## src/rtl/pe_array_drain.sv

```systemverilog
// pe_array_drain: sweeps PE-group accumulation buffers and streams the words on valid/ready.
// Optional stall counter is built when PE_DRAIN_PERF_EN is defined; otherwise stall_cnt is tied to 0.
module pe_array_drain #(
  parameter int PE_NUM     = 32,
  parameter int BUF_DEPTH  = 256,
  parameter int RD_LAT     = 2,
  parameter int FIFO_DEPTH = 8,
  parameter int OUT_W      = 64,
  localparam int GRP_NUM   = PE_NUM / 4,
  localparam int GW        = $clog2(GRP_NUM),
  localparam int ADDR_W    = $clog2(BUF_DEPTH)
) (
  input  logic              clk,
  input  logic              rst,
  input  logic              start,
  input  logic [GW:0]       grp_cnt,
  input  logic [ADDR_W:0]   addr_cnt,
  output logic              busy,
  output logic              done,
  output logic [GW-1:0]     rd_sel,
  output logic [ADDR_W-1:0] abuf_rd_addr,
  input  logic [OUT_W-1:0]  abuf_rd_data,
  output logic [OUT_W-1:0]  out_data,
  output logic [GW-1:0]     out_grp,
  output logic              out_grp_last,
  output logic              out_last,
  output logic              out_valid,
  input  logic              out_ready,
  output logic [31:0]       stall_cnt
);

  localparam int TAG_W = GW + 2;
  localparam int ENT_W = OUT_W + TAG_W;
  localparam int PW    = $clog2(FIFO_DEPTH);
  localparam int CW    = $clog2(FIFO_DEPTH + RD_LAT + 1);

  typedef enum logic [1:0] {IDLE, ISSUE, FLUSH, DONE} state_t;
  state_t state;

  logic [GW:0]      grp_cnt_l;
  logic [ADDR_W:0]  addr_cnt_l;
  logic             tag_grp_last, tag_last, issue;
  logic [CW-1:0]    fifo_count, inflight;
  logic             pipe_v   [RD_LAT];
  logic [TAG_W-1:0] pipe_tag [RD_LAT];
  logic [ENT_W-1:0] fifo_mem [FIFO_DEPTH];
  logic [PW-1:0]    wr_ptr, rd_ptr;
  logic             push, pop;
  logic [ENT_W-1:0] head;

  always_comb begin
    inflight = '0;
    for (int unsigned i = 0; i < RD_LAT; i++) inflight = inflight + CW'(pipe_v[i]);
  end

  // rd_sel/abuf_rd_addr double as the issue counters g/a
  assign tag_grp_last = ({1'b0, abuf_rd_addr} == addr_cnt_l - (ADDR_W+1)'(1));
  assign tag_last     = tag_grp_last && ({1'b0, rd_sel} == grp_cnt_l - (GW+1)'(1));
  assign issue        = (state == ISSUE) && ((fifo_count + inflight) < CW'(FIFO_DEPTH));

  assign push = pipe_v[RD_LAT-1];
  assign pop  = out_valid && out_ready;
  assign head = fifo_mem[rd_ptr];

  assign out_valid    = (fifo_count != '0);
  assign out_data     = out_valid ? head[ENT_W-1 -: OUT_W] : '0;
  assign out_grp      = out_valid ? head[TAG_W-1:2] : '0;
  assign out_grp_last = out_valid && head[1];
  assign out_last     = out_valid && head[0];

  always_ff @(posedge clk) begin
    if (rst) begin
      for (int unsigned i = 0; i < RD_LAT; i++) pipe_v[i] <= 1'b0;
    end else begin
      pipe_v[0] <= issue;
      for (int unsigned i = 1; i < RD_LAT; i++) pipe_v[i] <= pipe_v[i-1];
    end
  end

  always_ff @(posedge clk) begin
    pipe_tag[0] <= {rd_sel, tag_grp_last, tag_last};
    for (int unsigned i = 1; i < RD_LAT; i++) pipe_tag[i] <= pipe_tag[i-1];
  end

  always_ff @(posedge clk) begin
    if (push) fifo_mem[wr_ptr] <= {abuf_rd_data, pipe_tag[RD_LAT-1]};
  end

  // pointers wrap naturally, so FIFO_DEPTH is expected to be a power of two
  always_ff @(posedge clk) begin
    if (rst) begin
      wr_ptr     <= '0;
      rd_ptr     <= '0;
      fifo_count <= '0;
    end else begin
      if (push) wr_ptr <= wr_ptr + PW'(1);
      if (pop)  rd_ptr <= rd_ptr + PW'(1);
      case ({push, pop})
        2'b10:   fifo_count <= fifo_count + CW'(1);
        2'b01:   fifo_count <= fifo_count - CW'(1);
        default: fifo_count <= fifo_count;
      endcase
    end
  end

  always_ff @(posedge clk) begin
    if (rst) begin
      state        <= IDLE;
      busy         <= 1'b0;
      done         <= 1'b0;
      rd_sel       <= '0;
      abuf_rd_addr <= '0;
      grp_cnt_l    <= '0;
      addr_cnt_l   <= '0;
    end else begin
      case (state)
        IDLE: begin
          done <= 1'b0;
          if (start) begin
            busy         <= 1'b1;
            grp_cnt_l    <= grp_cnt;
            addr_cnt_l   <= addr_cnt;
            rd_sel       <= '0;
            abuf_rd_addr <= '0;
            if (grp_cnt != '0 && addr_cnt != '0) begin
              state <= ISSUE;
            end else begin
              state <= DONE;
              done  <= 1'b1;
            end
          end
        end
        ISSUE: begin
          if (issue) begin
            if (tag_last) begin
              state <= FLUSH;
            end else if (tag_grp_last) begin
              abuf_rd_addr <= '0;
              rd_sel       <= rd_sel + GW'(1);
            end else begin
              abuf_rd_addr <= abuf_rd_addr + ADDR_W'(1);
            end
          end
        end
        FLUSH: begin
          // look ahead one pop so done lands the cycle right after the final beat
          if (inflight == '0 && (fifo_count == '0 || (fifo_count == CW'(1) && pop))) begin
            state <= DONE;
            done  <= 1'b1;
          end
        end
        DONE: begin
          done  <= 1'b0;
          busy  <= 1'b0;
          state <= IDLE;
        end
        default: state <= IDLE;
      endcase
    end
  end

`ifdef PE_DRAIN_PERF_EN
  always_ff @(posedge clk) begin
    if (rst) begin
      stall_cnt <= '0;
    end else if (state == IDLE && start) begin
      stall_cnt <= '0;
    end else if (out_valid && !out_ready && stall_cnt != '1) begin
      stall_cnt <= stall_cnt + 32'd1;
    end
  end
`else
  assign stall_cnt = '0;
`endif

endmodule

```

## config.mk

```make
export PLATFORM = sky130hd
export DESIGN_NAME = pe_array_drain
export DESIGN_NICKNAME = d
export VERILOG_FILES = /design/src/rtl/pe_array_drain.sv
export SDC_FILE = /design/constraint.sdc
export NUM_CORES = 1
export LEC_CHECK = 0
export CAP_MARGIN = 15
export CORE_ASPECT_RATIO = 1.25
export CORE_UTILIZATION = 52
export DETAILED_ROUTE_END_ITERATION = 6
export PLACE_DENSITY = 0.84
export SLEW_MARGIN = 20
export SYNTH_ARGS = -nofsm -noshare
export SYNTH_HDL_FRONTEND = slang
export SYNTH_SLANG_ARGS = --single-unit
```

## constraint.sdc

```tcl
create_clock -name clk -period 5.47 [get_ports clk]
set_input_delay 1.094 -clock clk [delete_from_list [all_inputs] [get_ports clk]]
set_output_delay 1.094 -clock clk [all_outputs]
set_load 0.02 [all_outputs]
```

Word level (Yosys, flattened, before mapping)
Memories as Yosys holds them, arrays and structs flattened. A register that Yosys moved wholly into a read port is not among the register bits.
Index checks and enable logic that the tools add are counted.
{"block": "word_totals", "input_bits": 81, "n_memories": 3, "elab_cells": 99, "ram_bits": 564, "out_inout_bits": 115, "reg_bits": 38}
{"block": "classes", "n_eq_ne": 14, "n_mux": 34, "magnitude_cmp": 1, "n_bitwise": 2, "n_reduce_logical": 25, "n_addsub": 10}
{"memory": "fifo_mem", "depth": 8, "width": 69, "rd": 1, "rd_clocked_by_memory_dff": 1, "write_ports": 1, "line": "46", "source": "logic [ENT_W-1:0] fifo_mem [FIFO_DEPTH];"}
{"memory": "pipe_tag", "depth": 2, "width": 5, "rd": 2, "rd_clocked_by_memory_dff": 0, "write_ports": 2, "line": "45", "source": "logic [TAG_W-1:0] pipe_tag [RD_LAT];"}
{"memory": "pipe_v", "depth": 2, "width": 1, "rd": 2, "rd_clocked_by_memory_dff": 0, "write_ports": 2, "line": "44", "source": "logic pipe_v [RD_LAT];"}
{"op": "two-way mux 64 bit", "count": 1}
{"op": "two-way mux 8 bit", "count": 4}
{"op": "two-way mux 3 bit", "count": 7}
{"op": "one-hot mux 8 bit (2 select lines)", "count": 1}
{"op": "inequality test 2 bit (second input constant)", "count": 6}
{"op": "two-way mux 1 bit", "count": 11}
{"op": "two-way mux 2 bit", "count": 5}
{"op": "adder 3 x 1 -> 3 bit (second input constant)", "count": 3}
{"op": "== test 8 x 9 -> 1 bit", "count": 1}
{"op": "nonzero test 9 bit", "count": 1}
{"op": "subtractor 9 x 1 -> 9 bit (second input constant)", "count": 1}
{"op": "adder 8 x 1 -> 8 bit (second input constant)", "count": 1}
{"op": "logical AND 1 bit", "count": 8}
{"op": "logical NOT 4 bit", "count": 2}
{"op": "one-hot mux 2 bit (4 select lines)", "count": 1}
{"op": "one-hot mux 4 bit (2 select lines)", "count": 1}
{"op": "AND reduction 4 bit", "count": 2}
{"op": "nonzero test 4 bit", "count": 2}
{"op": "subtractor 4 x 1 -> 4 bit (second input constant)", "count": 2}
{"op": "== test 2 bit (second input constant)", "count": 3}
{"op": "one-hot mux 3 bit (2 select lines)", "count": 1}
{"op": "AND reduction 2 bit", "count": 3}
{"op": "nonzero test 2 bit", "count": 3}
{"op": "AND reduction 5 bit", "count": 1}
{"op": "13 further kinds", "count": 15}

Longest topological paths before layout
Gate-level depths: netlist of run 1.
{"block": "logic_depth", "depth_word": 7, "ltp_mapped": 12, "mapped_depth_nobuf": 10}

Worst setup path before layout of run 1
OpenSTA, ideal clock, no wires.
{"block": "synth_path", "path_type": "flip-flop to flip-flop", "from": "memory pipe_v[1][0], in the netlist pipe_v[0][1]", "to": "memory fifo_mem[0][0] in the netlist's numbering (enable)", "required_time_ns": 4.889, "setup_time_ns": 0.581, "arrival_time_ns": 5.254, "path_stages_with_launch": 3, "n_path_buf": 0, "slack_ns": -0.365, "synth_period_minus_slack_ns": 5.835, "path_cell_list": "dfxtp_1 -> nand2b_1 -> nor3_1"}
{"element": "start: declaration", "line": "44"}
{"element": "end: declaration", "line": "46"}

==> results.md, run 1 <==
Clocking:
- The CTS tree is yes.
- The clock transition at the registers of the reported paths is 0.06 ns.
- Buffers added to address setup during post-CTS repair amount to 0.
- The count of H-tree levels built during CTS is 2.
- The clock net in this run drives a total of 605 sinks.
- The count of instances resized after the clock tree is built is 0.
- Hold repair after CTS inserted 0 buffers.
- The number of buffers added by the clock tree synthesis step is 55.
- Clock tree synthesis selected as its root buffer the cell sky130_fd_sc_hd__clkbuf_16.
- The maximum count of clock buffers along a single path is 3.
- The later-pin clock latency in the skew report is 0.59 ns.

Power:
- The proportion of total power due to net switching is 26.5%.
- The clock network accounts for 33.1% of the total power.
- Of the total power, registers draw 44.6%.
- Power spread over the standard cell area amounts to 426 mW/mm2.
- The share of total power dissipated in combinational logic is 22.3%.
- In this run the static leakage power is 8.72 nW.
- The internal power of the cells totals 8.78 mW.
- The switching power is 3.16 mW.
- The peak supply drop is 261 uV.

Worst hold path:
- The worst hold path belongs to the class register to register.
- The startpoint of the most critical hold path is pipe_tag[0][2].
- Counting instances, the worst hold path has a depth of 0.
- The worst hold path terminates at pipe_tag[0][7].

Setup path:
- The highest cell delay on the worst timing path is 0.93 ns.
- The slowest stage cell on the critical path is sky130_fd_sc_hd__dfxtp_4.
- The worst register-to-register path begins at addr_cnt_l[0].
- The maximum net fanout on the critical path is 43.
- The number of buffers and inverters on the critical path is 2.
- The endpoint identified for the worst register-to-register timing path is rd_sel[2].
- At the worst endpoint, the required time is 4.38 ns.
- The endpoint class of the critical path is an output pin.
- The slack of the worst reg-to-reg path is 2.29 ns.
- The arrival time at the worst endpoint is 3.40 ns.
- The total number of cells along the worst setup path is 5.
- The path depth of the worst reg2reg path is 9.
- The family with the most delay on the worst path is buffers and inverters.
- The nature of the critical path startpoint is a register.
- Traced cell by cell, the critical path runs through buf_12 -> mux4_2 -> mux2i_1 -> nor2_1 -> clkdlybuf4s50_1.
- The critical path in this run is classified as register to output pin.

Finish:
- The net count of the finished layout is 1516.
- The share of final-layout standard cells stronger than drive strength 1 is 18.2%.
- The area growth from synthesis to layout is 17.7%.
- The filler cell count is 2989.

Die:
- For this configuration, the core starts out at a cell density of 52.7%.
- Pin placement for this block handled 196 I/O pins.
- The width of the die is 193 um.
- In this run the standard cell core region covers 0.0452 mm2.
- The die is 241 um tall.
- The floorplan step defined a die boundary enclosing 0.0466 mm2.
- Row generation in the floorplan step produced 87 rows.

STA:
- Across all setup checks in the final design, the least slack found is 0.977 ns.
- Static timing analysis puts the maximum clock frequency at 223 MHz.
- The worst path needs 4.49 ns of the cycle, external delays included.
- The largest clock skew in the final design is 0.0165 ns.
- For the pin with the worst max-slew slack, the measured transition is 1.02 ns.
- The final max-slew violation count was 0.
- On the final layout, the worst hold slack is 0.324 ns.
- The worst pin sits at a relative slew slack of 32.3%.
- The post-route setup TNS is 0 ns.
- The final setup violation count is 0.
- Setup repair after global routing left no endpoint under its margin.
- The final hold violation count is 0.
- The ratio of final minimum period to clock period is 82.1%.

Global route:
- Global routing used 21.5% of the available tracks.
- The largest net degree at the start of global routing is 71.
- The first global-routing pass estimated 74.6 mm of wire.
- The number of antenna violations at the first check in global routing is 5.
- The via count of the first global-routing pass is 12516.
- Global routing finished with a remaining overflow of 0.

Detailed routing:
- The detailed-route DRC error count is 12.
- In this run, the number of DRC markers left after iteration 0 of detailed routing was 886.
- Summing over every cut layer, the via total after detailed routing is 11878.
- In the final routed layout, each cell accounts on average for 24.4 um.
- The number of vias per cell after detailed routing is 5.82.
- The pre-antenna-repair detailed-routing pass consisted of 7 iterations.
- The aggregate routed wire length is 49.8 mm.
- The final antenna-violating net count is 0.

Placed design:
- The count of port buffers added during placement is 163.
- Summed over all nets, the half-perimeter wirelength after detailed placement is 28.5 mm.
- The post-place setup slack is 1.51 ns.
- The congestion estimate from routability-driven global placement came to 0.799.

Status:
- The flow ran to the end, but the final reports show violations.
- The final reports fail on design-rule violations.

Logic synthesis:
- The async set-or-reset flop fraction in the synthesized netlist is 0%.
- The post-synthesis cell type count is 60.
- The most used flip-flop cell after synthesis is sky130_fd_sc_hd__edfxtp_1.
- The cell count after synthesis came out at 1232.
- The synthesis-stage register bit count is 605.
- A synthesized cell averages 19.3 um2.
- The sequential cell area fraction in the yosys report is 74.1%.
- The mapped netlist covers 0.0238 mm2.
- The number of synthesized flops with an enable pin is 552.
- The number of warning messages in the yosys log is 0.

Run:
- The tool flagged a number of max-cap violations equal to 0.
-- placed cells by master (no fill, tap or decap), drive strengths merged, types with 2 or more instances in the layout --
cell and count:
inv 20, mux4 138, o21ai 9, bufinv 9, diode 3, and3 5
ha 18, or4 3, nor3 8, nand2 42, nand4b 2, o221ai 2
edfxtp 552, dfxtp 53, a21oi 28, nor4 2, nor4b 2, or3 3
clkinv 20, nand2b 7, and2 4, or4b 2, a211oi 6, a31oi 2
xor2 10, conb 32, clkinvlp 2, nor2 104, xnor2 10, clkbuf 67
nand4 2, nand3 10, mux2i 74, nand3b 4, clkdlybuf4s50 163, o31ai 2
buf 25
-- worst reg2reg max path, stage by stage (launching register included) --
cell and delay [ns]:
sky130_fd_sc_hd__dfxtp_1 0.36, sky130_fd_sc_hd__inv_1 0.08, sky130_fd_sc_hd__ha_1 0.28, sky130_fd_sc_hd__or3b_2 0.52, sky130_fd_sc_hd__a21oi_1 0.15, sky130_fd_sc_hd__nor4_1 0.09, sky130_fd_sc_hd__o311ai_1 0.42, sky130_fd_sc_hd__o21ai_1 0.38
sky130_fd_sc_hd__or4_4 0.58, sky130_fd_sc_hd__a221oi_2 0.23
-- Yosys cell counts (6+ instances only) --
cell                         n  area (um2)
sky130_fd_sc_hd__edfxtp_1  552       16600
sky130_fd_sc_hd__mux4_2    138        3110
sky130_fd_sc_hd__nor2_1    104         390
sky130_fd_sc_hd__mux2i_1    74         741
sky130_fd_sc_hd__dfxtp_1    53        1060
sky130_fd_sc_hd__nand2_1    41         154
sky130_fd_sc_hd__clkbuf_1   35         131
sky130_fd_sc_hd__buf_4      32         240
sky130_fd_sc_hd__a21oi_1    26         130
sky130_fd_sc_hd__buf_1      20        75.1
sky130_fd_sc_hd__ha_1       18         225
sky130_fd_sc_hd__inv_1      18        67.6
sky130_fd_sc_hd__nand3_1    10        50.1
sky130_fd_sc_hd__xnor2_1    10        87.6
sky130_fd_sc_hd__xor2_1     10        87.6
sky130_fd_sc_hd__nor3_1      8        40.0
sky130_fd_sc_hd__nand2b_1    7        43.8
sky130_fd_sc_hd__o21ai_1     6        30.0
-- sequential cells by signal, indices dropped and copies added, names as in the netlist, named ones only --
signal and cells:
pipe_tag 10, busy 1, pipe_v 2, state 2
grp_cnt_l 4, done 1, addr_cnt_l 9, rd_ptr 3
abuf_rd_addr 8, rd_sel 3, fifo_count 4, fifo_mem 552
wr_ptr 3
-- metrics by stage --
stage | instance area [um2] | std cells | util [%] | power, mW
after floorplan | 23900 | 1263 | - | 7.17
after global placement | 26100 | 1938 | 57.9 | 8.04
after detailed placement | 26100 | 1938 | 57.9 | 8.11
after CTS | 28000 | 2038 | 62.0 | 12.1
after global routing | 28000 | 2040 | 62.0 | 12.4
final | 28000 | 2041 | 62.0 | 11.9
-- power by group through the flow --
| stage | clock, mW | sequential (mW) | combinational [mW] |
|---|---|---|---|
| after floorplan | 0 | 5.30 | 1.87 |
| after global placement | 0 | 5.42 | 2.62 |
| after detailed placement | 0 | 5.43 | 2.68 |
| after CTS | 4.03 | 5.33 | 2.71 |
| after global routing | 4.18 | 5.35 | 2.86 |
| final | 3.95 | 5.33 | 2.66 |
-- kinds of logic (layout without fill, tap and decap cells) --
family,after synthesis,after routing,share of synthesized area (%)
compound gates,64,64,1.90
xor+xnor,20,20,0.736
fa+ha+maj,18,18,0.946
buf+inv,109,306,2.27
flops,605,605,74.1
mux,212,212,16.2
other cells,1,35,0.0158
simple gates,203,203,3.87
-- how the worst max path moves through the flow --
stage,slack (ns),from,to
2_1_floorplan,1.49,pipe_v[0][1],fifo_mem[3][0]
3_3_place_gp,1.55,register,out_grp[2]
3_5_place_dp,1.51,register,out_data[23]
4_1_cts,0.87,register,out_data[23]
5_1_grt,0.78,register,out_data[23]
6_report,0.98,register,out_data[38]
-- per-layer routing --
| layer | vias to the layer above | share of wire, % | track usage (%) |
|---|---|---|---|
| li1 | 5238 | - | - |
| met5 | - | 0.062 | 0 |
| met3 | 104 | 6.1 | 4.16 |
| met4 | 4 | 2.9 | 7.78 |
| met2 | 439 | 54 | 39.6 |
| met1 | 6093 | 37 | 25.2 |
-- layout make-up --
type	count	area [um2]	area share (%)
Antenna cell	3	7.51	0.0268
Inverter	18	67.6	0.241
Clock inverter	33	402	1.43
Tap cell	578	723	2.58
Clock buffer	67	1470	5.26
Sequential cell	605	17600	63.0
Timing Repair Buffer	188	1880	6.72
Multi-Input combinational cell	549	5810	20.8
Note: power is estimated with default switching activity, not from simulation.
==> run 2: changes to the inputs <==
==> constraint.sdc (replaced) <==
create_clock -name clk -period 3.8 [get_ports clk]
set_input_delay 0.76 -clock clk [delete_from_list [all_inputs] [get_ports clk]]
set_output_delay 0.76 -clock clk [all_outputs]
set_load 0.02 [all_outputs]
==> results.md, run 2 (synthesis gave the netlist of run 1 again) <==
STA:
- The final setup violation count is 0 (unchanged).
- The largest clock skew in the final design is 0.0277 ns (was 0.0165 ns).
- The maximum operating frequency is 272 MHz.
- The shortest period the worst path allows is 3.68 ns.
- The final hold violation count is 0 (unchanged).
- The ratio of final minimum period to clock period is 96.8%.
- The post-route setup TNS is 0 ns (unchanged).
- The slew at the pin with the worst max-slew slack is 1.01 ns (was 1.02 ns).
- The final max-slew violation count is 0 (unchanged).
- The minimum setup slack in the final design came to 0.120 ns (was 0.977 ns).
- The worst-case headroom to the max-slew limit is 33.0% (was 32.3%).
- The worst hold slack after final layout is 0.305 ns (was 0.324 ns).
- Unrepaired setup endpoints after global routing: no (unchanged).

Finish:
- The share of final-layout standard cells stronger than drive strength 1 came to 18.8% (was 18.2%).
- The largest register by flop count is fifo_mem (unchanged).
- The flip-flop count of the largest register after layout is 552 (unchanged).
- The final core utilization is 62.2% (was 62.0%).
- Biggest regs: fifo_mem: 552 flops, pipe_tag: 10 flops, addr_cnt_l: 9 flops (unchanged).
- Commonest cells after routing, fill and taps aside: sky130_fd_sc_hd__edfxtp_1, sky130_fd_sc_hd__clkdlybuf4s50_1, sky130_fd_sc_hd__mux4_2 (unchanged).
- The most frequent standard cell in the layout excluding fill and tap cells is sky130_fd_sc_hd__edfxtp_1 (unchanged).
- The net count of the finished layout is 1524 (was 1516).
- The layout overhead on the synthesized area is 18.0% (was 17.7%).
- The post-layout instance count excluding filler cells came to 2047 (was 2041).

Detailed routing:
- The via count was 11801 (was 11878).
- The initial detailed-routing violation count was 858 (was 886).
- The aggregate routed wire length is 48.6 mm (was 49.8 mm).
- The number of vias per cell after detailed routing came to 5.77 (was 5.82).
- The final antenna-violating net count is 0 (unchanged).
- The iteration count of the initial detailed-routing pass is 7 (unchanged).
- The routed wirelength normalized by instance count came to 23.7 um (was 24.4 um).
- The detailed-route DRC error count is 12 (unchanged).

Setup path:
- The family with the most delay on the worst path is buffers and inverters (unchanged).
- The required time at the worst-slack endpoint came to 3.04 ns (was 4.38 ns).
- The arrival time at the worst endpoint is 2.92 ns (was 3.40 ns).
- The maximum net fanout on the critical path is 63 (was 43).
- CP cell instances: buf_16 -> mux4_2 -> mux2i_1 -> nor2_1 -> clkdlybuf4s50_1 (was buf_12 -> mux4_2 -> mux2i_1 -> nor2_1 -> clkdlybuf4s50_1).
- The launch point of the worst reg-to-reg path was addr_cnt_l[0] (unchanged).
- The endpoint class of the critical path is an output pin (unchanged).
- The worst path buffer plus inverter count is 2 (unchanged).
- The type of the worst setup path is register to output pin (unchanged).
- The slack of the worst reg-to-reg path was 0.49 ns (was 2.29 ns).
- The highest cell delay on the worst timing path is 0.58 ns (was 0.93 ns).
- The path depth of the worst reg2reg path is 9 (unchanged).
- The total number of cells along the worst setup path was 5 (unchanged).
- The slowest stage cell on the critical path is sky130_fd_sc_hd__clkdlybuf4s50_1 (was sky130_fd_sc_hd__dfxtp_4).
- The nature of the critical path startpoint is a register (unchanged).

Placed design:
- The total instance count after detailed placement is 1945 (was 1938).
- The final weighted congestion of routability-driven global placement is 0.788 (was 0.799).
- The count of port buffers added during placement came to 163 (unchanged).
- The placed wire-length estimate after detailed placement is 27.9 mm (was 28.5 mm).
- The post-place setup slack is 0.623 ns (was 1.51 ns).

Die:
- The number of core rows is 87 (unchanged).
- The area of the core was 0.0452 mm2 (unchanged).
- The width of the die is 193 um (unchanged).
- The initial cell density of the core is 52.7% (unchanged).
- The overall die area is 0.0466 mm2 (unchanged).
- The y dimension of the die is 241 um (unchanged).
- The number of top-level pins was 196 (unchanged).

Power:
- The internal power came to 12.3 mW (was 8.78 mW).
- The peak supply drop is 390 uV (was 261 uV).
- The reported leakage power is 8.89 nW (was 8.72 nW).
- The fraction of power consumed by combinational cells came to 23.7% (was 22.3%).
- The portion of total power attributed to the clock network is 31.8% (was 33.1%).
- The power density relative to cell area is 604 mW/mm2 (was 426 mW/mm2).
- The switching power is 4.61 mW (was 3.16 mW).
- The proportion of total power due to net switching is 27.2% (was 26.5%).
- The share of total power in sequential cells is 44.5% (was 44.6%).

Clocking:
- The number of buffers inserted by hold repair at cts was 0 (unchanged).
- The clock transition at the registers of the reported paths is 0.07 ns (was 0.06 ns).
- The number of buffers added by the clock tree synthesis step is 55 (unchanged).
- The CTS tree is yes (unchanged).
- The later-pin clock latency in the skew report came to 0.60 ns (was 0.59 ns).
- The clock sink count was 605 (unchanged).
- The maximum count of clock buffers along a single path is 3 (unchanged).
- The count of H-tree levels built during CTS is 2 (unchanged).
- The clock root buffer is sky130_fd_sc_hd__clkbuf_16 (unchanged).

Status:
- Status: finished with violations (unchanged).
- Failing checks: design-rule violations (unchanged).

Worst hold path:
- The worst hold path depth was 0 (unchanged).
- The worst min-delay path class is register to register (unchanged).
- The startpoint of the most critical hold path is pipe_tag[0][1] (was pipe_tag[0][2]).

Run:
- The number of maximum-capacitance violations is 0 (unchanged).

Global route:
- The via count of the first global-routing pass is 12301 (was 12516).
- The number of antenna violations at the first check in global routing is 6 (was 5).
- The largest net degree at the start of global routing is 71 (unchanged).
- The global routing usage summed across all routing layers is 21.0% (was 21.5%).
- The wire length of the first global-routing pass is 72.9 mm (was 74.6 mm).
- The total global routing overflow was 0 (unchanged).
run 2: cell count changes in the layout (fill, tap and decap cells not counted), sizes merged, moves of 2 or more:
cell / delta
dlymetal6s2s: +11
inv: +2
clkbuf: -5
bufinv: -4
clkinvlp: +7
buf: +8
clkdlybuf4s50: -11
run 2: final cells by class:
type | count | area (um2)
clock buffers | 62 | 1400
repair buffers | 196 | 2080
diodes | 2 | 5.00
flip-flops and latches | 605 | 17600
well taps | 578 | 723
clock inverters | 37 | 340
multi-input cells | 549 | 5810
inverters | 18 | 67.6
fillers | 3056 | 17100
run 2: per-stage QoR:
| step | total power, mW | instance area (um2) |
|---|---|---|
| 2_1_floorplan | 10.3 | 23900 |
| 3_3_place_gp | 11.6 | 26300 |
| 3_5_place_dp | 11.7 | 26300 |
| 4_1_cts | 17.1 | 28000 |
| 5_1_grt | 17.6 | 28100 |
| 6_report | 17.0 | 28100 |
run 2: power by group through the flow:
stage	logic [mW]	clock network [mW]	registers, mW
after detailed placement	4.01	0	7.71
after global routing	4.32	5.71	7.56
after global placement	3.94	0	7.70
final	4.02	5.40	7.54
after CTS	4.08	5.48	7.54
after floorplan	2.69	0	7.64
run 2: repair_timing:
action | 4_1_cts | 5_1_grt
endpoints found under the setup margin | 7 | 14
gates cloned | 0 | 0
buffers inserted | 1 | 0
gates resized for setup | 0 | 13
run 2: path summary, 6_finish.rpt:
path,end
setup / recovery,out_data[11]
hold / removal,pipe_tag[0][6]
setup reg to reg,rd_sel[2]
hold reg to reg,pipe_tag[0][6]
run 2: routing by layer:
metal  track usage, %  part of all wire (%)  vias up
li1                 -                     -     5238
met1             24.7                    38     6086
met2             38.5                    53      374
met3             4.26                   5.6       97
met4             7.20                   2.9        6
met5                0                 0.070        -
==> run 3: changes to the inputs <==
--- a/config.mk
+++ b/config.mk
@@ -5,8 +5,10 @@
 export SDC_FILE = /design/constraint.sdc
 export NUM_CORES = 1
 export LEC_CHECK = 0
+export ABC_AREA = 0
 export CAP_MARGIN = 15
 export CORE_ASPECT_RATIO = 1.25
+export CORE_MARGIN = 4
 export CORE_UTILIZATION = 52
 export DETAILED_ROUTE_END_ITERATION = 6
 export PLACE_DENSITY = 0.84
==> results.md, run 3 (synthesis gave the netlist of run 1 again) <==
Status:
- Status: completed (was finished with violations).

Die:
- The y dimension of the die is 247 um (was 241 um).
- The width of the die is 199 um (was 193 um).
- The number of core rows is 87 (unchanged).
- The overall die area was 0.0493 mm2 (was 0.0466 mm2).
- The initial cell density of the core was 52.7% (unchanged).
- The number of top-level pins is 196 (unchanged).
- The area of the core was 0.0452 mm2 (unchanged).

Finish:
- The flip-flop count of the largest register after layout is 552 (unchanged).
- Commonest cells after routing, fill and taps aside: sky130_fd_sc_hd__edfxtp_1, sky130_fd_sc_hd__clkdlybuf4s50_1, sky130_fd_sc_hd__mux4_2 (unchanged).
- Biggest regs: fifo_mem: 552 flops, pipe_tag: 10 flops, addr_cnt_l: 9 flops (unchanged).
- The net count of the finished layout was 1522 (was 1524).
- The filler cell count is 3021 (was 3056).
- The largest register by flop count is fifo_mem (unchanged).
- The most frequent standard cell in the layout excluding fill and tap cells is sky130_fd_sc_hd__edfxtp_1 (unchanged).
- The layout overhead on the synthesized area is 17.7% (was 18.0%).
- The share of final-layout standard cells stronger than drive strength 1 is 18.2% (was 18.8%).

Clocking:
- The number of buffers inserted by hold repair at cts is 0 (unchanged).
- The clock transition at the registers of the reported paths is 0.07 ns (about the same).
- The count of H-tree levels built during CTS was 2 (unchanged).
- The maximum count of clock buffers along a single path is 3 (unchanged).
- The number of buffers added by the clock tree synthesis step is 54 (was 55).
- The later-pin clock latency in the skew report is 0.61 ns (was 0.60 ns).
- The post-CTS setup buffer count is 0 (was 1).
- The clock sink count is 605 (unchanged).
- The CTS tree is yes (unchanged).
- The clock root buffer is sky130_fd_sc_hd__clkbuf_16 (unchanged).
- The count of instances resized after the clock tree is built came to 0 (unchanged).

Setup path:
- The capture point of the worst reg-to-reg path is rd_sel[2] (unchanged).
- The capture point of the worst path is out_data[0] (was out_data[11]).
- The maximum net fanout on the critical path is 16 (was 63).
- The launch point of the worst reg-to-reg path is addr_cnt_l[0] (unchanged).
- The nature of the critical path startpoint is a register (unchanged).
- The type of the worst setup path is register to output pin (unchanged).
- The arrival time at the worst endpoint came to 2.84 ns (was 2.92 ns).
- The endpoint class of the critical path is an output pin (unchanged).
- The required time at the worst-slack endpoint is 3.04 ns (about the same).
- The path depth of the worst reg2reg path came to 7 (was 9).
- The slack of the worst reg-to-reg path is 0.71 ns (was 0.49 ns).

Global route:
- The via count of the first global-routing pass is 12614 (was 12301).
- The fraction of met3 tracks used by global routing is 4.47% (was 4.26%).
- The busiest layer in global routing is met2 (unchanged).
- The number of antenna violations at the first check in global routing was 5 (was 6).
- The largest net degree at the start of global routing came to 65 (was 71).
- The met1 usage in global routing came to 25.8% (was 24.7%).
- The wire length of the first global-routing pass is 75.8 mm (was 72.9 mm).
- The global routing usage summed across all routing layers was 20.3% (was 21.0%).
- The routing usage on met2 is 35.8% (was 38.5%).
- The total global routing overflow is 0 (unchanged).

Detailed routing:
- The routed wirelength normalized by instance count is 24.3 um (was 23.7 um).
- The via count is 11932 (was 11801).
- The iteration count of the initial detailed-routing pass is 5 (was 7).
- The final antenna-violating net count is 0 (unchanged).
- The aggregate routed wire length is 49.8 mm (was 48.6 mm).
- The number of vias per cell after detailed routing came to 5.83 (was 5.77).
- The initial detailed-routing violation count is 888 (was 858).
- The detailed-route DRC error count was 0 (was 12).

STA:
- The worst hold slack after final layout was 0.329 ns (was 0.305 ns).
- The final setup violation count is 0 (unchanged).
- The final hold violation count is 0 (unchanged).
- The slew at the pin with the worst max-slew slack is 0.909 ns (was 1.01 ns).
- The post-route setup TNS is 0 ns (unchanged).
- The ratio of final minimum period to clock period came to 94.7% (was 96.8%).
- The worst-case headroom to the max-slew limit was 39.4% (was 33.0%).
- Unrepaired setup endpoints after global routing: no (unchanged).
- The largest clock skew in the final design is 0.0282 ns (was 0.0277 ns).
- The maximum operating frequency is 278 MHz (was 272 MHz).
- The final max-slew violation count is 0 (unchanged).
- The shortest period the worst path allows came to 3.60 ns (was 3.68 ns).

Placed design:
- The count of port buffers added during placement is 163 (unchanged).
- The final weighted congestion of routability-driven global placement was 0.810 (was 0.788).
- The placed wire-length estimate after detailed placement is 28.0 mm (was 27.9 mm).

Power:
- The proportion of total power due to net switching was 26.9% (was 27.2%).
- The reported leakage power is 8.69 nW (was 8.89 nW).
- The share of total power in sequential cells is 44.7% (was 44.5%).
- The internal power was 12.3 mW (about the same).
- The peak supply drop is 409 uV (was 390 uV).
- The switching power is 4.55 mW (was 4.61 mW).
- The portion of total power attributed to the clock network came to 31.3% (was 31.8%).
- The fraction of power consumed by combinational cells is 24.0% (was 23.7%).
- The power density relative to cell area was 603 mW/mm2 (was 604 mW/mm2).

Worst hold path:
- The worst min-delay path class is register to register (unchanged).

Run:
- The number of maximum-capacitance violations is 0 (unchanged).
[run 3: cell count changes in the layout (fill, tap and decap cells not counted)]
cell / previous run / this run
sky130_fd_sc_hd__clkdlybuf4s50_1: 152 / 163
sky130_fd_sc_hd__clkbuf_16: 55 / 56
sky130_fd_sc_hd__clkinvlp_2: 0 / 2
sky130_fd_sc_hd__dlymetal6s2s_1: 11 / 0
sky130_fd_sc_hd__clkinv_1: 11 / 13
sky130_fd_sc_hd__clkbuf_1: 7 / 12
sky130_fd_sc_hd__clkinv_4: 1 / 2
sky130_fd_sc_hd__buf_6: 1 / 0
sky130_fd_sc_hd__inv_8: 1 / 0
sky130_fd_sc_hd__inv_6: 3 / 2
sky130_fd_sc_hd__clkinvlp_4: 9 / 3
sky130_fd_sc_hd__clkinv_2: 7 / 3
sky130_fd_sc_hd__diode_2: 2 / 4
sky130_fd_sc_hd__buf_4: 19 / 18
[run 3: power by group through the flow]
stage          Sequential [mW]  Clock [mW]  Combinational [mW]
2_1_floorplan             7.64           0                2.69
3_3_place_gp              7.66           0                3.97
3_5_place_dp              7.67           0                4.05
4_1_cts                   7.54        5.40                4.09
5_1_grt                   7.56        5.70                4.39
6_report                  7.54        5.29                4.06
[run 3: through the flow]
| step | util, % | power [mW] | instances | worst slack, ns | instance area [um2] |
|---|---|---|---|---|---|
| global placement | 58.2 | 11.6 | 1944 | 0.699 | 26300 |
| detailed placement | 58.2 | 11.7 | 1944 | 0.690 | 26300 |
| global route | 62.0 | 17.6 | 2043 | 0.0280 | 28000 |
| finish | 62.0 | 16.9 | 2046 | 0.200 | 28000 |
| floorplan | - | 10.3 | 1263 | -0.184 | 23900 |
| CTS | 61.9 | 17.0 | 2041 | 0.0105 | 28000 |
[run 3: layer usage]
metal / wire, um / vias up
li1: - / 5237
met1: 18900 / 6197
met2: 26600 / 414
met3: 3190 / 80
met4: 1080 / 4
met5: 27 / -
[run 3: how the worst min path moves through the flow]
stage	start	endpoint	slack, ns	cells after the start
floorplan	pipe_tag[0][0]	pipe_tag[0][5]	0.31	0
global route	pipe_tag[0][4]	pipe_tag[0][9]	0.34	0
finish	pipe_tag[0][4]	pipe_tag[0][9]	0.33	0
CTS	pipe_tag[0][4]	pipe_tag[0][9]	0.33	0
global placement	pipe_tag[0][4]	pipe_tag[0][9]	0.32	0
detailed placement	pipe_tag[0][3]	pipe_tag[0][8]	0.32	0
[run 3: final cells by class]
class                      instances  area, um2  share of cell area, %
antenna                            4       10.0                 0.0357
sequential                       605      17600                   63.0
inverter                          18       67.6                  0.241
multi-input combinational        549       5810                   20.7
tap                              578        723                   2.58
clock inverter                    30        282                   1.00
clock buffer                      67       1420                   5.07
timing repair buffer             195       2060                   7.35
[run 3: critical path, cell delays in order (launching register included)]
cell and delay [ns]:
sky130_fd_sc_hd__dfxtp_4 0.48, sky130_fd_sc_hd__buf_4 0.36, sky130_fd_sc_hd__mux4_2 0.54, sky130_fd_sc_hd__mux2i_1 0.17
sky130_fd_sc_hd__nor2_1 0.10, sky130_fd_sc_hd__clkdlybuf4s50_1 0.57
